$ cat src/rtl/msa_ternary_tracker_if.sv
// Sample/angle bus between the fine-error source and the ternary tracking counter.
interface msa_ternary_tracker_if #(
  parameter int unsigned ERR_W = 12,
  parameter int unsigned CNT_W = 16
);
  logic                    err_valid;
  logic signed [ERR_W-1:0] err;
  logic [1:0]              tlf2h;
  logic [1:0]              tlf1h;
  logic [CNT_W-1:0]        count;
  logic                    step_pulse;
  logic                    step_dir;

  modport master (
    output err_valid, err,
    input  tlf2h, tlf1h, count, step_pulse, step_dir
  );

  modport slave (
    input  err_valid, err,
    output tlf2h, tlf1h, count, step_pulse, step_dir
  );
endinterface

$ cat src/rtl/msa_ternary_tracker.sv
// Two hysteretic ternary detectors on signed fine error driving a paced up/down angle counter.
// Optional MSA_ZERO_EN adds a zero_req input that clears count, detectors and pacer.
module msa_ternary_tracker #(
  parameter int unsigned ERR_W        = 12,
  parameter int unsigned CNT_W        = 16,
  parameter int unsigned HI_ON        = 600,
  parameter int unsigned HI_OFF       = 460,
  parameter int unsigned LO_ON        = 36,
  parameter int unsigned LO_OFF       = 27,
  parameter int unsigned PACE_DIV     = 4,
  parameter int unsigned COARSE_SHIFT = 6
) (
  input  logic clk,
  input  logic rst,
`ifdef MSA_ZERO_EN
  input  logic zero_req,
`endif
  msa_ternary_tracker_if.slave bus
);

  typedef enum logic [1:0] {
    DET_ZERO = 2'b00,
    DET_POS  = 2'b01,
    DET_NEG  = 2'b10
  } det_state_t;

  localparam int unsigned EXT_W  = ERR_W + 1;
  localparam int unsigned PACE_W = (PACE_DIV > 1) ? $clog2(PACE_DIV) : 1;

  // One extra bit keeps -ON and the most negative sample representable.
  localparam logic signed [EXT_W-1:0] HI_ON_X  = EXT_W'(HI_ON);
  localparam logic signed [EXT_W-1:0] HI_OFF_X = EXT_W'(HI_OFF);
  localparam logic signed [EXT_W-1:0] LO_ON_X  = EXT_W'(LO_ON);
  localparam logic signed [EXT_W-1:0] LO_OFF_X = EXT_W'(LO_OFF);

  localparam logic [PACE_W-1:0] PACE_LAST   = PACE_W'(PACE_DIV - 1);
  localparam logic [CNT_W-1:0]  COARSE_STEP = CNT_W'(1) << COARSE_SHIFT;
  localparam logic [CNT_W-1:0]  FINE_STEP   = CNT_W'(1);

  det_state_t              r_hi;
  det_state_t              r_lo;
  logic [PACE_W-1:0]       r_pace;
  logic [CNT_W-1:0]        r_count;
  logic                    r_step_pulse;
  logic                    r_step_dir;

  logic signed [EXT_W-1:0] w_err_x;
  logic                    w_opp;

  assign w_err_x = EXT_W'(bus.err);
  assign w_opp   = (r_pace == PACE_LAST);

  // Hysteretic ternary decision; reversals skip ZERO when the opposite ON level is crossed.
  function automatic det_state_t det_next(
    input det_state_t              s,
    input logic signed [EXT_W-1:0] e,
    input logic signed [EXT_W-1:0] on,
    input logic signed [EXT_W-1:0] off
  );
    det_state_t n;
    n = s;
    case (s)
      DET_ZERO: begin
        if (e >= on)       n = DET_POS;
        else if (e <= -on) n = DET_NEG;
      end
      DET_POS: begin
        if (e <= -on)      n = DET_NEG;
        else if (e < off)  n = DET_ZERO;
      end
      DET_NEG: begin
        if (e >= on)       n = DET_POS;
        else if (e > -off) n = DET_ZERO;
      end
      default: n = DET_ZERO;
    endcase
    return n;
  endfunction

  always_ff @(posedge clk) begin
    if (rst) begin
      r_hi         <= DET_ZERO;
      r_lo         <= DET_ZERO;
      r_pace       <= '0;
      r_count      <= '0;
      r_step_pulse <= 1'b0;
      r_step_dir   <= 1'b0;
    end
`ifdef MSA_ZERO_EN
    else if (zero_req) begin
      r_hi         <= DET_ZERO;
      r_lo         <= DET_ZERO;
      r_pace       <= '0;
      r_count      <= '0;
      r_step_pulse <= 1'b0;
    end
`endif
    else begin
      r_step_pulse <= 1'b0;
      r_pace       <= w_opp ? '0 : r_pace + PACE_W'(1);

      // Coarse detector wins; steps use the states registered before this edge.
      if (w_opp) begin
        if (r_hi == DET_POS) begin
          r_count      <= r_count + COARSE_STEP;
          r_step_pulse <= 1'b1;
          r_step_dir   <= 1'b1;
        end else if (r_hi == DET_NEG) begin
          r_count      <= r_count - COARSE_STEP;
          r_step_pulse <= 1'b1;
          r_step_dir   <= 1'b0;
        end else if (r_lo == DET_POS) begin
          r_count      <= r_count + FINE_STEP;
          r_step_pulse <= 1'b1;
          r_step_dir   <= 1'b1;
        end else if (r_lo == DET_NEG) begin
          r_count      <= r_count - FINE_STEP;
          r_step_pulse <= 1'b1;
          r_step_dir   <= 1'b0;
        end
      end

      if (bus.err_valid) begin
        r_hi <= det_next(r_hi, w_err_x, HI_ON_X, HI_OFF_X);
        r_lo <= det_next(r_lo, w_err_x, LO_ON_X, LO_OFF_X);
      end
    end
  end

  assign bus.tlf2h      = r_hi;
  assign bus.tlf1h      = r_lo;
  assign bus.count      = r_count;
  assign bus.step_pulse = r_step_pulse;
  assign bus.step_dir   = r_step_dir;

endmodule
$ cat src/flat_wrapper.sv
// flat-port wrapper written by rule: the top's interface ports become plain ports
module msa_ternary_tracker_flat 
#(
  parameter int unsigned ERR_W        = 12,
  parameter int unsigned CNT_W        = 16,
  parameter int unsigned HI_ON        = 600,
  parameter int unsigned HI_OFF       = 460,
  parameter int unsigned LO_ON        = 36,
  parameter int unsigned LO_OFF       = 27,
  parameter int unsigned PACE_DIV     = 4,
  parameter int unsigned COARSE_SHIFT = 6
)
  (clk, rst, bus_err_valid, bus_err, bus_tlf2h, bus_tlf1h, bus_count, bus_step_pulse, bus_step_dir);
  msa_ternary_tracker_if #(.ERR_W(ERR_W), .CNT_W(CNT_W)) bus_i ();
  input  logic clk;
  input  logic rst;
  input wire logic [$bits(bus_i.err_valid)-1:0] bus_err_valid;
  input wire logic [$bits(bus_i.err)-1:0] bus_err;
  output wire logic [$bits(bus_i.tlf2h)-1:0] bus_tlf2h;
  output wire logic [$bits(bus_i.tlf1h)-1:0] bus_tlf1h;
  output wire logic [$bits(bus_i.count)-1:0] bus_count;
  output wire logic [$bits(bus_i.step_pulse)-1:0] bus_step_pulse;
  output wire logic [$bits(bus_i.step_dir)-1:0] bus_step_dir;
  assign bus_i.err_valid = bus_err_valid;
  assign bus_i.err = bus_err;
  assign bus_tlf2h = bus_i.tlf2h;
  assign bus_tlf1h = bus_i.tlf1h;
  assign bus_count = bus_i.count;
  assign bus_step_pulse = bus_i.step_pulse;
  assign bus_step_dir = bus_i.step_dir;
  msa_ternary_tracker #(.ERR_W(ERR_W), .CNT_W(CNT_W), .HI_ON(HI_ON), .HI_OFF(HI_OFF), .LO_ON(LO_ON), .LO_OFF(LO_OFF), .PACE_DIV(PACE_DIV), .COARSE_SHIFT(COARSE_SHIFT)) u_core (.clk(clk), .rst(rst), .bus(bus_i));
endmodule
$ cat config.mk
export PLATFORM = sky130hd
export DESIGN_NAME = msa_ternary_tracker_flat
export DESIGN_NICKNAME = d
export VERILOG_FILES = /design/src/rtl/msa_ternary_tracker_if.sv /design/src/rtl/msa_ternary_tracker.sv /design/src/flat_wrapper.sv
export SDC_FILE = /design/constraint.sdc
export NUM_CORES = 1
export LEC_CHECK = 0
export CORE_ASPECT_RATIO = 1.1
export CORE_MARGIN = 4
export CORE_UTILIZATION = 52
export CTS_CLUSTER_SIZE = 14
export DETAILED_ROUTE_END_ITERATION = 6
export MAX_ROUTING_LAYER = met4
export PLACE_DENSITY = 0.77
export SYNTH_ARGS = -nofsm -noshare
export SYNTH_HDL_FRONTEND = slang
export SYNTH_SLANG_ARGS = --single-unit
$ cat constraint.sdc
create_clock -name clk -period 3.6 [get_ports clk]
set_clock_uncertainty 0.2 [all_clocks]
set_input_delay 0.72 -clock clk [delete_from_list [all_inputs] [get_ports clk]]
set_output_delay 0.72 -clock clk [all_outputs]
set_load 0.02 [all_outputs]
==> impl_metrics.py <==
metrics = {
    "run_status": {
        "status": "finished clean",
    },
    "final_layout": {
        "seqCellArea_sq_um": 480.5,
        "area_delta_synth_final_pct": 17.10,
        "layout-drive-gt1-share_pct": 3.385,
        "num_antenna_cells": 0,
        "layout.cells.non_filler": 440,
        "fin_nets": 429,
        "stdcell_area_sq_um": 3068,
        "fillers": 433,
        "multi_input_area_sq_um": 2001,
        "mostFrequentLayoutCells": "37 x a21oi_1, 36 x clkdlybuf4s50_1, 32 x nor2_1, 28 x ha_1, 26 x nand2_1",
        "final_common_cell": "a21oi_1",
    },
    "critical_path": {
        "crit_arrival_ns": 3.10,
        "cp-startpoint": "u_core.bus.tlf1h[1]",
        "crit_path_end_kind": "flip-flop",
        "worstSetupStartpointType": "flip-flop",
        "crit_type": "reg -> reg",
        "rr_endpoint": "u_core.bus.count[15]",
        "rr_worst_depth": 11,
        "critical_path.endpoint": "u_core.bus.count[15]",
        "timing.rr.start": "u_core.bus.tlf1h[1]",
        "cp_max_fo": 12,
        "crit_required_ns": 3.57,
        "regToRegSetupSlack_ns": 0.46,
    },
    "place": {
        "dp_cells": 436,
        "io_buffers": 36,
        "gp_congestion": 0.9334,
        "dpl_worst_slack_ns": 0.4960,
        "place_hpwl_um": 5226,
        "place_area_sq_um": 3013,
    },
    "detailed_routing": {
        "drt-wirelength-per-cell_um": 15.95,
        "ant_nets": 0,
        "dr.pass1.iters": 5,
        "dr.first_iter.drc_count": 222,
        "num_vias": 2862,
        "vias_per_cell": 6.505,
        "drc": 0,
        "drt-total-wl_um": 7016,
    },
    "synth": {
        "synth_top_area_cell": "dfxtp_1",
        "syn_area_sq_um": 2620,
        "synth-main-ff-cell": "dfxtp_1",
        "synthArstFlopShare_pct": 0,
        "netlist.area_leader.share_pct": 18.34,
        "ys_ff_latch": 24,
        "synth.distinct_cells": 55,
        "syn_inst": 359,
        "synth_edf_count": 0,
        "yosys_warnings": 0,
        "yosysSeqAreaShare_pct": 18.34,
        "syn_avg_cell_area_sq_um": 7.298,
        "syn_nets": 403,
        "synth.area.top_cells": "dfxtp_1 18%, ha_1 13%, a21oi_1 7.1%",
    },
    "sta": {
        "finalCriticalPeriod_ns": 3.137,
        "maxSlewViolCount": 0,
        "post-route-period-util_pct": 87.13,
        "fin_ws_ns": 0.4633,
        "max_slew_margin_pct": 48.05,
        "worstMarginPinSlew_ns": 0.7793,
        "setup-violations-final": 0,
        "finalHoldViolCount": 0,
        "rsz0062_at_grt": "no",
        "final.setup.tns_ns": 0,
        "max_freq_mhz": 318.8,
    },
    "power_and_ir_drop": {
        "powerDensity_nw_per_um2": 330.2,
        "p_leak_nw": 1.213,
        "power_mw": 1.013,
        "vdd_drop_max_mv": 0.2125,
    },
    "floorplanning": {
        "die_x_um": 75.68,
        "rows": 26,
        "initial_core_util_pct": 55.16,
        "coreArea_sq_um": 4750,
        "dieHeight_um": 82.45,
        "io_pins": 37,
        "dieArea_sq_um": 6239,
    },
    "grt": {
        "grt_max_degree": 29,
        "track_usage_pct": 25.17,
        "grt_pass1_vias": 2673,
        "grt_first_pass_wirelength_um": 12090,
        "antenna_found_initial": 0,
        "overflow": 0,
    },
    "clock_tree": {
        "cts_tree": "done",
        "holdBufCountCts": 0,
        "clkSinkCount": 24,
        "cts_resized": 0,
        "cts_made_buffers": 3,
        "cts.path.max_buffers": 2,
        "cts.root.buffer_cell": "clkbuf_8",
        "post-cts-setup-buffers": 0,
        "clock_latency_ns": 0.28,
        "clk_pin_slew_worst_paths_ns": 0.10,
        "htree_levels": 1,
    },
    "worst_hold_path": {
        "hold_class": "reg -> reg",
    },
    "flow_run": {
        "drv_cap": 0,
    },
}
==> critical path: stages, from the launching register on <==
cell	delay, ns
dfxtp_1	0.39
inv_1	0.08
ha_1	0.24
inv_1	0.28
buf_4	0.26
ha_1	0.31
a21oi_1	0.30
nor2_1	0.06
or4_1	0.40
o21bai_1	0.21
mux2i_1	0.21
o21ai_0	0.09
==> logic make-up after synthesis <==
family / Yosys count / synth area share (%)
AO/OA/AOI/OAI: 131 / 33.29
adder cells (fa/ha/maj): 29 / 14.14
flip-flops: 24 / 18.34
buffers and inverters: 37 / 5.301
multiplexers: 4 / 1.528
XOR/XNOR: 14 / 4.680
AND/OR/NAND/NOR: 120 / 22.73
==> state kept, by name (all words and copies together) (netlist names) <==
name                   count
u_core.r_pace              2
u_core.bus.tlf2h           2
u_core.bus.step_pulse      1
u_core.bus.tlf1h           2
u_core.bus.step_dir        1
u_core.bus.count          16
==> stage by stage <==
stage | utilization (%) | hold WS (ns)
after floorplan | - | 0.2084
after global placement | 63.44 | 0.2153
after detailed placement | 63.44 | 0.2274
after CTS | 64.59 | 0.2407
after global routing | 64.59 | 0.2588
final | 64.59 | 0.2348
==> cells in the mapped netlist (all sizes together), types with 2 or more instances <==
library cell / count
a2111oi: 2
nor2b: 3
nor4: 5
nor3: 13
o21bai: 2
a21boi: 2
a311oi: 2
o221ai: 2
buf: 2
xnor2: 6
nand2b: 3
nand3: 15
a211oi: 7
dfxtp: 24
a21oi: 37
o2111ai: 4
o21ai: 20
o31ai: 5
a311o: 2
and4: 2
mux2i: 4
o21a: 9
inv: 17
a22o: 3
nor4b: 2
a31oi: 7
ha: 28
a22oi: 3
nand4: 6
clkbuf: 18
o211ai: 5
nor3b: 3
a21o: 8
nor2: 32
and2: 5
xor2: 8
nand2: 26
o22ai: 2
==> how the worst min path moves through the flow <==
stage / from / end / slack [ns] / cells past startpoint
after floorplan: u_core.r_pace[0] / u_core.r_pace[0] / 0.21 / 1
after global placement: u_core.r_pace[0] / u_core.r_pace[0] / 0.22 / 1
after detailed placement: u_core.r_pace[0] / u_core.r_pace[0] / 0.23 / 1
after CTS: u_core.r_pace[0] / u_core.r_pace[0] / 0.24 / 1
after global routing: u_core.r_pace[0] / u_core.r_pace[0] / 0.26 / 1
final: u_core.r_pace[0] / u_core.r_pace[0] / 0.23 / 1
==> per-layer routing <==
layer | vias up | wire length [um] | global-route usage (%)
li1 | 1402 | - | -
met1 | 1325 | 3233 | 33.50
met2 | 124 | 3112 | 39.38
met3 | 11 | 569 | 3.148
met4 | 0 | 100 | 8.217
met5 | - | 0 | -
==> final cells by class <==
type                       instances  share of cell area (%)
clock buffer                       4                   1.794
inverter                          17                   2.080
multi-input combinational        298                   65.21
sequential                        24                   15.66
tap                               56                   2.284
timing repair buffer              41                   12.97
==> power breakdown <==
part | leakage, nW | total, mW | internal, mW | switching [mW]
Clock | 0.0288 | 0.192 | 0.0979 | 0.0942
Combinational | 0.990 | 0.504 | 0.220 | 0.284
Sequential | 0.195 | 0.317 | 0.284 | 0.0334
No activity file was read; power rests on OpenSTA's default activity.
